--- config.mk ---
export PLATFORM = sky130hd
export DESIGN_NAME = machine_timer
export DESIGN_NICKNAME = d
export VERILOG_FILES = /design/src/rtl/machine_timer.sv
export SDC_FILE = /design/constraint.sdc
export NUM_CORES = 1
export LEC_CHECK = 0
export ABC_CLOCK_PERIOD_IN_PS = 4200
export BUFFER_PORTS_ARGS = -buffer_cell sky130_fd_sc_hd__buf_2
export CORE_MARGIN = 8
export CORE_UTILIZATION = 50
export CTS_CLUSTER_DIAMETER = 30
export DETAILED_ROUTE_END_ITERATION = 10
export GPL_ROUTABILITY_DRIVEN = 0
export GPL_TIMING_DRIVEN = 0
export PLACE_DENSITY = 0.68
export REMOVE_ABC_BUFFERS = 1
export SYNTH_ARGS = -nofsm -noshare
export SYNTH_HDL_FRONTEND = slang
export SYNTH_SLANG_ARGS = --single-unit
--- constraint.sdc ---
create_clock -name clk -period 4.2 [get_ports clk]
set_input_delay 1.05 -clock clk [delete_from_list [all_inputs] [get_ports clk]]
set_output_delay 1.05 -clock clk [all_outputs]
set_load 0.005 [all_outputs]
--- src/rtl/machine_timer.sv ---
// RISC-V style machine timer: 64-bit mtime/mtimecmp, MSIP, and a one-cycle-latency
// register bus with a two-state request/response handshake.
module machine_timer #(
    parameter int unsigned TICK_DIVIDE = 1
) (
    input  logic        clk,
    input  logic        rst_n,
    input  logic        bus_valid,
    input  logic        bus_write,
    input  logic [15:0] bus_address,
    input  logic [31:0] bus_write_data,
    output logic        bus_ready,
    output logic [31:0] bus_read_data,
    output logic        timer_interrupt_request,
    output logic        software_interrupt_request
);

    localparam int unsigned ADDR_W     = 16;
    localparam int unsigned DATA_W     = 32;
    localparam int unsigned TIME_W     = 64;
    localparam int unsigned PRESCALE_W = 16;

    localparam logic [ADDR_W-1:0] ADDR_MSIP        = 16'h0000;
    localparam logic [ADDR_W-1:0] ADDR_MTIMECMP_LO = 16'h4000;
    localparam logic [ADDR_W-1:0] ADDR_MTIMECMP_HI = 16'h4004;
    localparam logic [ADDR_W-1:0] ADDR_MTIME_LO    = 16'hBFF8;
    localparam logic [ADDR_W-1:0] ADDR_MTIME_HI    = 16'hBFFC;

    localparam logic [PRESCALE_W-1:0] TICK_LAST = PRESCALE_W'(TICK_DIVIDE - 1);

    typedef enum logic {
        IDLE = 1'b0,
        RESP = 1'b1
    } state_t;

    state_t                  state;
    logic [TIME_W-1:0]       mtime;
    logic [TIME_W-1:0]       mtimecmp;
    logic [PRESCALE_W-1:0]   prescale;
    logic [DATA_W-1:0]       shadow;
    logic                    msip;

    logic                    accept;
    logic                    wr;
    logic                    rd;
    logic                    mtime_wr;
    logic [ADDR_W-1:0]       word_addr;
    logic [DATA_W-1:0]       read_value;

    // Byte-lane bits are don't-care: every register is a full 32-bit word.
    assign word_addr = bus_address & 16'hFFFC;
    assign accept    = (state == IDLE) && bus_valid;
    assign wr        = accept && bus_write;
    assign rd        = accept && !bus_write;
    assign mtime_wr  = wr && ((word_addr == ADDR_MTIME_LO) || (word_addr == ADDR_MTIME_HI));

    assign software_interrupt_request = msip;

    // Read mux samples registers before any same-edge update.
    always_comb begin
        read_value = '0;
        case (word_addr)
            ADDR_MSIP:        read_value = {31'b0, msip};
            ADDR_MTIMECMP_LO: read_value = mtimecmp[31:0];
            ADDR_MTIMECMP_HI: read_value = mtimecmp[63:32];
            ADDR_MTIME_LO:    read_value = mtime[31:0];
            ADDR_MTIME_HI:    read_value = shadow;
            default:          read_value = '0;
        endcase
    end

    // Handshake FSM: accept in IDLE, pulse bus_ready for the single RESP cycle.
    always_ff @(posedge clk or negedge rst_n) begin
        if (!rst_n) begin
            state         <= IDLE;
            bus_ready     <= 1'b0;
            bus_read_data <= '0;
        end else begin
            bus_ready     <= 1'b0;
            bus_read_data <= '0;
            if (state == IDLE) begin
                if (bus_valid) begin
                    state     <= RESP;
                    bus_ready <= 1'b1;
                    if (!bus_write) begin
                        bus_read_data <= read_value;
                    end
                end
            end else begin
                state <= IDLE;
            end
        end
    end

    // Software-visible control registers and the MTIME_HI read shadow.
    always_ff @(posedge clk or negedge rst_n) begin
        if (!rst_n) begin
            msip     <= 1'b0;
            mtimecmp <= '1;
            shadow   <= '0;
        end else begin
            if (wr) begin
                case (word_addr)
                    ADDR_MSIP:        msip            <= bus_write_data[0];
                    ADDR_MTIMECMP_LO: mtimecmp[31:0]  <= bus_write_data;
                    ADDR_MTIMECMP_HI: mtimecmp[63:32] <= bus_write_data;
                    default:          ;
                endcase
            end
            if (rd && (word_addr == ADDR_MTIME_LO)) begin
                shadow <= mtime[63:32];
            end
        end
    end

    // Prescaled time base; a software write to mtime restarts the prescaler.
    always_ff @(posedge clk or negedge rst_n) begin
        if (!rst_n) begin
            mtime    <= '0;
            prescale <= '0;
        end else if (mtime_wr) begin
            prescale <= '0;
            if (word_addr == ADDR_MTIME_LO) begin
                mtime[31:0] <= bus_write_data;
            end else begin
                mtime[63:32] <= bus_write_data;
            end
        end else if (prescale == TICK_LAST) begin
            prescale <= '0;
            mtime    <= mtime + 64'd1;
        end else begin
            prescale <= prescale + 16'd1;
        end
    end

    always_ff @(posedge clk or negedge rst_n) begin
        if (!rst_n) begin
            timer_interrupt_request <= 1'b0;
        end else begin
            timer_interrupt_request <= (mtime >= mtimecmp);
        end
    end

endmodule

Word-level counts from Yosys, hierarchy flattened
Cells that the tools add are included.
Word-level totals
  flip-flop bits (word level): 211
  bits of input ports: 52
  output and inout bits: 35
  logic and storage cells: 47
Operators by class
  add/subtract/negate cells: 2
  $lt $le $gt $ge: 1
  eq/ne operators: 6
  muxes and demuxes: 12
  bitwise operators: 1
  reduce and logical (&&, ||, !) cells: 15
Operators with widths (count)
  two-way mux 32 bit: 5
  one-hot mux 32 bit (5 select lines): 1
  two-way mux 64 bit: 2
  adder 64 x 1 -> 64 bit, second input constant: 1
  greater-or-equal comparator 64 bit: 1
  logical NOT 16 bit: 2
  two-way mux 16 bit: 2
  equality test 14 x 13 -> 1 bit, second input constant: 2
  equality test 14 bit, second input constant: 2
  adder 16 x 1 -> 16 bit, second input constant: 1
  AND reduction 2 bit: 5
  logical AND 1 bit: 5
  two-way mux 1 bit: 2
  inequality test 2 x 1 -> 1 bit, second input constant: 1
  inequality test 2 bit, second input constant: 1
  nonzero test 2 bit: 1
  logical NOT 1 bit: 1
  logical OR 1 bit: 1
  NOT 1 bit: 1

Depth between registers and ports, before layout
Gate-level depths: netlist of the first run.
  word-level depth: 6
  mapped depth: 10
  depth with buffers taken out: 9

Worst setup path before layout of the first run
Ideal clock, no wire load.
  path type: in2reg
  from: input port bus_address[14]
  to: register shadow[0]
  library setup time: 128 ps
  arrival: 2676 ps
  data required time: 4072 ps
  path slack: 1396 ps
  cell stages on the path: 7
  path buffers: 2
  path through: nand3b_1 or4_1 buf_2 nor2_4 nand2_2 buf_2 mux2_1
On the way
  longest elaborated chain between the ends: 2
RTL lines
  start: declaration: line 10  | input logic [15:0] bus_address,
  equality test 14 bit: line 110  | if (rd && (word_addr == ADDR_MTIME_LO)) begin
  logical AND 1 bit: line 110
  end signal: assignment: line 111  | shadow <= mtime[63:32];
  end: declaration: line 40  | logic [DATA_W-1:0] shadow;
Every way passes these cells.
A chain may end at the register's enable or synchronous reset.

Final worst setup path of the first run
  from: input port bus_address[14]
  to: register mtime[41]
On the way
  longest elaborated chain between the ends: 5
  elaborated cells between the ends (all ways): 8
RTL lines
  equality test 14 bit (on tied branches): line 55, 123
  logical OR 1 bit: line 55  | assign mtime_wr = wr && ((word_addr == ADDR_MTIME_LO) || (word_addr == ADDR_MTIME_HI));
  logical AND 1 bit: line 55
  inequality test 2 bit (no line) or nonzero test 2 bit (tied branches)
  AND reduction 2 bit (no line)
  end signal: assignment: line 126  | mtime[63:32] <= bus_write_data;
  end signal: assignment: line 130  | mtime <= mtime + 64'd1;
  end: declaration: line 37  | logic [TIME_W-1:0] mtime;
Parallel ways exist; a longest one is shown, timed or not.

==> flow_summary.yaml, run 1 <==
status:
  status: "completed"
floorplanning:
  core_sq_mm: 0.0234
  num_io_pins: 87
  die_h_um: 170
  floorplan.initialDensity: 0.506
  rows: 56
  dieArea_sq_mm: 0.0289
  die_w_um: 170
detailed_routing:
  vias: 10300
  drt_iter0_markers: 1092
  wl_per_cell_um: 21.2
  drt_pass1_iterations: 6
  viasPerCell: 6.13
  routed_wl_um: 35700
  ant_nets: 0
  drc: 0
setup_path:
  cp.arrival_ns: 4.33
  cp_max_fo: 94
  ff2ff_path_depth: 9
  start_kind: "input port"
  rr_endpoint: "timer_interrupt_request$_DFF_PN0_"
  timing.rr.start: "mtimecmp[30]$_DFFE_PN1P_"
  crit_type: "in -> reg"
  cp_slowest_stage_delay_ns: 0.74
  startpoint: "bus_address[14]"
  rrSetupSlack_ns: 0.68
  required_ns: 4.57
  cp_cell_sequence: "buf_2 > nand3b_1 > nor4_2 > nand2_4 > nand2_1 > nand2_2 > a311oi_1 > a211oi_1"
  end_kind: "flop"
  critPathSlowestCell: "nor4_2"
synthesis:
  synth_flop_cell: "dfrtp_1"
  ys_async_sr_fraction: 1.00
  ys_types: 71
  synth_edf_count: 0
  syn_area_sq_mm: 0.0118
  syn_area_per_cell_sq_um: 9.63
  ys_seq_area_frac: 0.452
  synth-seq-cells: 211
  syn_inst: 1231
  yosys_warnings: 0
cts:
  cts_tree: "built"
  htreeDepth: 2
  numClockSinks: 211
  post_cts_buffers: 0
  clock_path_buffers: 3
  clock_latency_ns: 0.54
  root_buffer: "clkbuf_16"
  clk_pin_slew_ns: 0.05
  numCtsBuffers: 51
pwr:
  p_per_area_mw_per_mm2: 437
  leakagePower_nw: 6.52
  ir_worst_vdd_mv: 0.281
place:
  postPlaceCellArea_sq_mm: 0.0126
  dpl.hpwl_um: 24100
  portBuffers: 84
grt:
  antenna_found_initial: 0
  grt_pass1_wl_um: 56300
  grt_pass1_vias: 10200
  grt_overflow: 0
  grt_start_max_net_pins: 116
  grt_use_total: 0.245
timing:
  hold_viol: 0
  period_needed_ns: 3.96
  worstMarginPinSlew_ns: 1.21
  rsz0062_at_grt: "false"
  setup_viol: 0
  relSlewSlack: 0.196
  clock-skew-final_ns: 0.0133
  drv_slew: 0
  maxClockFrequency_mhz: 253
  tns_ns: 0
  fin_crit_sh: 0.942
layout:
  antenna_cells: 0
  most-common-layout-cells: "dfrtp_1 (147), a21oi_1 (118), nand2_1 (93), nor2_1 (87), buf_2 (83)"
  n_fill_cell: 1983
  drive_gt1_frac: 0.230
  fin_nets: 1440
  final_common_cell: "dfrtp_1"
  final_core_util: 0.616
  final_area_sq_mm: 0.0144
  regArea_sq_mm: 0.00536
  multiInputGateArea_sq_mm: 0.00603
  syn_to_final_growth_pct: 21.6
min_path:
  worstHoldEndpoint: "state$_DFF_PN0_"
  min_from: "state$_DFF_PN0_"
  worstHoldPathType: "reg -> reg"
  worstHoldPathCells: 1
flow_run:
  max_cap_violations: 0
-- sequential cells by signal (all words and copies together), names as in the netlist --
register	flops
prescale	16
software_interrupt_request	1
state	1
mtimecmp	64
bus_read_data	32
shadow	32
timer_interrupt_request	1
mtime	64
-- cells by family after synthesis --
family | Yosys count | share of synthesized area
muxes | 68 | 0.0641
xor gates and xnor gates | 15 | 0.0111
and+or+nand+nor | 382 | 0.169
AOI/OAI and AO/OA | 357 | 0.189
buffers and inverters | 131 | 0.0437
adders and majority gates | 67 | 0.0707
DFF | 211 | 0.452
-- worst max-delay path by stage --
stage,endpoint,slack (ns),cells after the start
floorplan,mtimecmp[0]$_DFFE_PN1P_,-0.74,5
global placement,mtimecmp[30]$_DFFE_PN1P_,-4.13,6
detailed placement,shadow[21]$_DFFE_PN0P_,-0.36,6
CTS,shadow[21]$_DFFE_PN0P_,0.16,6
global route,mtime[41]$_DFFE_PN0P_,0.11,8
finish,mtime[41]$_DFFE_PN0P_,0.24,8
-- final cells by class --
type | count | share of cell area
Multi-Input combinational cell | 890 | 0.419
Tap cell | 319 | 0.0277
Timing Repair Buffer | 92 | 0.0403
Clock buffer | 76 | 0.105
Clock inverter | 19 | 0.0170
Sequential cell | 211 | 0.372
Inverter | 75 | 0.0195
-- power breakdown --
| part | internal (mW) | leakage, nW | switching [mW] | total, mW |
|---|---|---|---|---|
| clock network | 2.76 | 0.855 | 1.18 | 3.94 |
| registers | 2.07 | 2.58 | 0.0500 | 2.12 |
| logic | 0.0880 | 3.08 | 0.146 | 0.234 |
| total | 4.92 | 6.52 | 1.37 | 6.29 |
-- cells in the mapped netlist (3+ instances only) --
master	n	area, sq um
clkbuf_1	31	116
nor3_1	21	105
a21o_1	8	60.1
nand2_1	96	360
nor4_2	3	37.5
o21ai_0	69	345
and2_1	9	56.3
a211o_1	7	61.3
o22a_1	16	140
nor3b_1	3	22.5
o211ai_1	3	22.5
nor4_1	14	87.6
nor2_1	90	338
nor2b_1	5	31.3
xnor2_1	5	43.8
and4_1	13	114
o22ai_1	13	81.3
dfrtp_1	147	3680
mux2_1	26	293
ha_1	67	838
nand3_1	45	225
a22oi_1	63	473
o21a_1	7	52.6
a21oi_1	119	596
a31oi_1	13	81.3
buf_1	6	22.5
o32ai_1	6	52.6
a221o_1	3	30.0
nand4_1	37	231
or3_1	3	18.8
nand4_2	3	37.5
xor2_1	10	87.6
mux2i_1	5	50.1
mux2_2	37	417
inv_1	75	282
and3_1	18	113
buf_2	18	90.1
a41oi_1	4	35.0
dfstp_2	64	1680
a211oi_1	7	52.6
-- routing by layer --
layer,track usage,wire (um),vias up
li1,-,-,4753
met5,0,0,-
met4,0.0763,832,0
met2,0.391,16600,446
met1,0.325,15200,5031
met3,0.0602,3080,76
-- critical path: cells and delay by family --
family	cells	cell delay, ns
buffers and inverters	1	0.13
AOI/OAI and AO/OA	2	0.50
and+or+nand+nor	5	2.62
-- through the flow --
stage	hold slack (ns)	cells	total power [mW]	setup slack, ns
final	0.453	1682	6.29	0.244
after global routing	0.496	1682	6.48	0.111
after CTS	0.455	1681	6.33	0.163
after detailed placement	0.451	1586	2.38	-0.362
after global placement	0.448	1578	2.37	-4.13
after floorplan	0.450	1175	2.24	-0.739
-- what timing repair did --
action,4_1_cts,5_1_grt
hold buffers,0,0
setup endpoints to repair,0,4
gates resized for setup,0,1
(Power assumes the default switching activity.)
==> run 2, diff against run 1 <==
--- a/config.mk
+++ b/config.mk
@@ -13,7 +13,7 @@
 export DETAILED_ROUTE_END_ITERATION = 10
 export GPL_ROUTABILITY_DRIVEN = 0
 export GPL_TIMING_DRIVEN = 0
-export PLACE_DENSITY = 0.68
+export PLACE_DENSITY = 0.79
 export REMOVE_ABC_BUFFERS = 1
 export SYNTH_ARGS = -nofsm -noshare
 export SYNTH_HDL_FRONTEND = slang
==> run 2 against run 1 <==
Compared with the run above:
- the run now ends with max-capacitance violations, max-slew violations left
- global-route usage fell by 0.22 points
- power rose by 2.4%
- clock power is 4% higher
- sequential share of layout area decreased by 0.12 points
- final cell count decreased by 0.18%
- critical path depth unchanged
- largest cell class unchanged
==> flow_summary.yaml, run 2 (synthesis results as in run 1) <==
status:
  status: "finished, violations left"
  violations: "max-capacitance violations, max-slew violations"
setup_path:
  cp_cell_sequence: "buf_2 > nand3b_1 > nor4_2 > nand2_4 > nand2_1 > nand2_2 > a311oi_1 > a211oi_1"
  end_kind: "flop"
  cp_slowest_stage_delay_ns: 0.72
  start_kind: "input port"
  rrSetupSlack_ns: 0.41
  cp_max_fo: 94
  crit_type: "in -> reg"
  cp.arrival_ns: 4.23
  critPathSlowestCell: "nor4_2"
  required_ns: 4.53
timing:
  drv_slew: 15
  rsz0062_at_grt: "false"
  worstMarginPinSlew_ns: 1.52
  fin_crit_sh: 0.927
  maxClockFrequency_mhz: 257
  relSlewSlack: -0.0128
  setup_viol: 0
  hold_viol: 0
  clock-skew-final_ns: 0.0188
  period_needed_ns: 3.89
layout:
  largestRegisters: "mtime (64), mtimecmp (64)"
  syn_to_final_growth_pct: 22.0
  fin_nets: 1438
  final_common_cell: "dfrtp_1"
  final_core_util: 0.618
  drive_gt1_frac: 0.235
  n_fill_cell: 1931
  multiInputGateArea_sq_mm: 0.00603
  most-common-layout-cells: "dfrtp_1 (147), a21oi_1 (119), nand2_1 (93), nor2_1 (87), buf_2 (83)"
  antenna_cells: 0
  regArea_sq_mm: 0.00536
  instances_no_fill: 1679
  final_area_sq_mm: 0.0145
detailed_routing:
  ant_nets: 0
  vias: 10700
  drt_pass1_iterations: 6
  viasPerCell: 6.38
  wl_per_cell_um: 21.2
  drc: 0
  drt_iter0_markers: 1400
  routed_wl_um: 35600
floorplanning:
  die_w_um: 170
  core_sq_mm: 0.0234
  floorplan.initialDensity: 0.506
  dieArea_sq_mm: 0.0289
  rows: 56
  num_io_pins: 87
  die_h_um: 170
pwr:
  pwr-share-seq: 0.329
  leakagePower_nw: 6.53
  ir_worst_vdd_mv: 0.241
  clkPwrFrac: 0.634
  switching_power_mw: 1.49
  switching_share: 0.231
  combPwrFrac: 0.037
  p_per_area_mw_per_mm2: 446
  p_int_mw: 4.95
cts:
  clock_latency_ns: 0.55
  numClockSinks: 211
  cts_hold_buf: 0
  root_buffer: "clkbuf_16"
  cts.repair.resized: 0
  clock_path_buffers: 3
  cts_tree: "built"
  htreeDepth: 2
  post_cts_buffers: 0
  clk_pin_slew_ns: 0.05
  numCtsBuffers: 49
grt:
  grt_start_max_net_pins: 109
  grt_overflow: 0
  grt_pass1_wl_um: 56500
  antenna_found_initial: 1
  grt_pass1_vias: 10600
  grt_use_total: 0.243
place:
  dpl.hpwl_um: 23700
  portBuffers: 84
  postPlaceCellArea_sq_mm: 0.0127
  dp.cells: 1586
flow_run:
  max_cap_violations: 1
min_path:
  worstHoldPathType: "reg -> reg"
[run 2: changes by cell type in the layout (fill, tap and decap cells not counted), sizes merged]
cell      previous run  this run
clkbuf              76        56
clkinv               9        15
bufinv               5         9
inv                 76        80
clkinvlp             4         7
[run 2: cell type report]
class	count	area share
tap	319	0.0276
clock inverter	36	0.0334
clock buffer	56	0.0901
inverter	75	0.0195
timing repair buffer	92	0.0416
sequential	211	0.371
multi-input combinational	890	0.417
[run 2: power groups by stage]
stage | combinational [mW] | sequential [mW] | clock [mW]
after floorplan | 0.108 | 2.13 | 0
after global routing | 0.269 | 2.12 | 4.22
after global placement | 0.218 | 2.14 | 0
final | 0.239 | 2.12 | 4.08
after CTS | 0.237 | 2.12 | 4.11
after detailed placement | 0.233 | 2.14 | 0
[run 2: metrics by stage]
| stage | hold slack (ns) | TNS [ns] | power [mW] | setup slack [ns] |
|---|---|---|---|---|
| after floorplan | 0.450 | -23.67 | 2.24 | -0.739 |
| after global placement | 0.458 | -487.93 | 2.36 | -4.06 |
| after detailed placement | 0.466 | -11.37 | 2.38 | -0.334 |
| after CTS | 0.480 | 0 | 6.46 | 0.166 |
| after global routing | 0.499 | 0 | 6.61 | 0.119 |
| final | 0.479 | 0 | 6.44 | 0.308 |
[run 2: metal layers]
layer,vias up,track usage,share of wire,wire length (um)
met5,-,0,0.00028,10
li1,4753,-,-,-
met1,5176,0.312,0.40,14300
met4,2,0.103,0.038,1360
met2,615,0.385,0.46,16300
met3,159,0.0621,0.10,3700
[run 2: path summary, 6_finish.rpt]
path                                       startpoint                    end  cells after the start
worst max-delay path                  bus_address[14]  mtime[41]$_DFFE_PN0P_                      8
worst min-delay path                  state$_DFF_PN0_        state$_DFF_PN0_                      1
worst max register to register  prescale[0]$_DFF_PN0_  mtime[49]$_DFFE_PN0P_                     10
worst min register to register        state$_DFF_PN0_        state$_DFF_PN0_                      1
max in group asynchronous                       rst_n  mtime[55]$_DFFE_PN0P_                      2
min in group asynchronous                       rst_n   mtime[8]$_DFFE_PN0P_                      1
[run 2: critical path, delay by kind of cell]
family,cells,cell delay [ns]
buf+inv,1,0.14
simple gates,5,2.51
compound gates,2,0.51
==> run 3, diff against run 2 <==
--- a/config.mk
+++ b/config.mk
@@ -14,7 +14,6 @@
 export GPL_ROUTABILITY_DRIVEN = 0
 export GPL_TIMING_DRIVEN = 0
 export PLACE_DENSITY = 0.79
-export REMOVE_ABC_BUFFERS = 1
 export SYNTH_ARGS = -nofsm -noshare
 export SYNTH_HDL_FRONTEND = slang
 export SYNTH_SLANG_ARGS = --single-unit
==> run 3 against run 2 <==
Compared with the run above:
- the run now ends clean
- register-to-register slack better by 0.68 ns
- maximum frequency rose by 25%
- first-iteration DRC count is 15% higher
- non-clock buffer count increased by 49
- critical path type is now reg -> reg
- largest cell class unchanged
==> flow_summary.yaml, run 3 (synthesis results as in run 1) <==
grt:
  grt_pass1_wl_um: 60800
  grt_overflow: 0
  grt_use_total: 0.265
  grt_start_max_net_pins: 119
  antenna_found_initial: 0
  grt_pass1_vias: 11200
cts:
  clk_pin_slew_ns: 0.05
  htreeDepth: 2
  clock_path_buffers: 3
  cts.repair.resized: 0
  post_cts_buffers: 0
  cts_hold_buf: 0
  root_buffer: "clkbuf_16"
  cts_tree: "built"
  numCtsBuffers: 47
  numClockSinks: 211
  clock_latency_ns: 0.54
layout:
  n_fill_cell: 1910
  drive_gt1_frac: 0.223
  most-common-layout-cells: "dfrtp_1 (147), a21oi_1 (119), buf_2 (101), nand2_1 (96), nor2_1 (90)"
  instances_no_fill: 1722
  antenna_cells: 0
  syn_to_final_growth_pct: 21.4
  fin_nets: 1484
  largestRegisters: "mtime (64), mtimecmp (64)"
  final_area_sq_mm: 0.0144
  final_common_cell: "dfrtp_1"
timing:
  rsz0062_at_grt: "false"
  maxClockFrequency_mhz: 321
  fin_crit_sh: 0.741
  drv_slew: 0
  clock-skew-final_ns: 0.0202
  relSlewSlack: 0.397
  tns_ns: 0
  setup_viol: 0
  fin_ws_ns: 1.09
  worstMarginPinSlew_ns: 0.904
  period_needed_ns: 3.11
  hold_viol: 0
setup_path:
  end_kind: "flop"
  cp_max_fo: 3
  start_kind: "flop"
  required_ns: 4.66
  crit_type: "reg -> reg"
  cp.arrival_ns: 3.58
  ff2ff_path_depth: 9
floorplanning:
  die_h_um: 170
  dieArea_sq_mm: 0.0289
  floorplan.initialDensity: 0.506
  rows: 56
  die_w_um: 170
  core_sq_mm: 0.0234
  num_io_pins: 87
place:
  postPlaceCellArea_sq_mm: 0.0127
  dp.cells: 1635
  dpl.hpwl_um: 27200
  pre_cts_ws_ns: 0.644
  portBuffers: 84
detailed_routing:
  viasPerCell: 6.47
  ant_nets: 0
  drt_pass1_iterations: 7
  routed_wl_um: 38700
  vias: 11100
  drt_iter0_markers: 1616
  wl_per_cell_um: 22.5
  drc: 0
pwr:
  leakagePower_nw: 6.48
  ir_worst_vdd_mv: 0.234
  p_per_area_mw_per_mm2: 433
flow_run:
  max_cap_violations: 0
min_path:
  worstHoldPathType: "reg -> reg"
  worstHoldPathCells: 1
status:
  status: "completed"
synthesis:
  synth_fp_nets: 1350
-- run 3: cell count changes in the layout (fill, tap and decap cells not counted), sizes merged --
cell	before	now
clkbuf	56	89
buf	92	110
clkinv	15	9
clkinvlp	7	10
inv	80	77
bufinv	9	8
nor2	95	94
-- run 3: through the flow --
stage                     utilization  hold WS, ns  power [mW]
final                           0.615        0.467        6.23
after global placement          0.541        0.443        2.37
after CTS                       0.615        0.469        6.24
after detailed placement        0.543        0.462        2.38
after floorplan                     -        0.450        2.24
after global routing            0.615        0.502        6.39
-- run 3: area by class of cell --
type | instances | area [sq um] | share of cell area
plain buffers | 56 | 236 | 0.0164
clock inverters | 29 | 393 | 0.0273
well taps | 319 | 399 | 0.0277
inverters | 75 | 282 | 0.0196
clock buffers | 58 | 1290 | 0.0897
repair buffers | 85 | 458 | 0.0318
multi-input cells | 889 | 5970 | 0.415
flip-flops and latches | 211 | 5360 | 0.373
-- run 3: routing by layer --
layer,track usage,up-vias,share of wire
met4,0.143,0,0.053
met3,0.0711,196,0.12
met1,0.329,5303,0.37
met2,0.418,812,0.46
met5,0,-,0
li1,-,4837,-
-- run 3: power breakdown --
group / leakage (nW) / internal (mW) / switching, mW
clock network: 0.792 / 2.67 / 1.20
registers: 2.58 / 2.07 / 0.0533
logic: 3.11 / 0.0880 / 0.149
total: 6.48 / 4.83 / 1.40
-- run 3: final timing paths --
kind | start | end | slack [ns]
max | mtimecmp[31]$_DFFE_PN1P_ | timer_interrupt_request$_DFF_PN0_ | 1.09
min | state$_DFF_PN0_ | state$_DFF_PN0_ | 0.47
max reg2reg | mtimecmp[31]$_DFFE_PN1P_ | timer_interrupt_request$_DFF_PN0_ | 1.09
min reg2reg | state$_DFF_PN0_ | state$_DFF_PN0_ | 0.47
max in group asynchronous | rst_n | mtimecmp[24]$_DFFE_PN1P_ | 2.59
min in group asynchronous | rst_n | bus_read_data[6]$_DFF_PN0_ | 0.60
-- run 3: worst max-delay path, cell delays in order, from the launching register on --
cell and delay [ns]:
dfstp_2 0.54, inv_1 0.05, ha_1 0.31, nand4_1 0.16
nor3_1 0.66, nor3b_1 0.64, o41a_1 0.27, a31oi_1 0.09
a21oi_1 0.17, or4_1 0.14
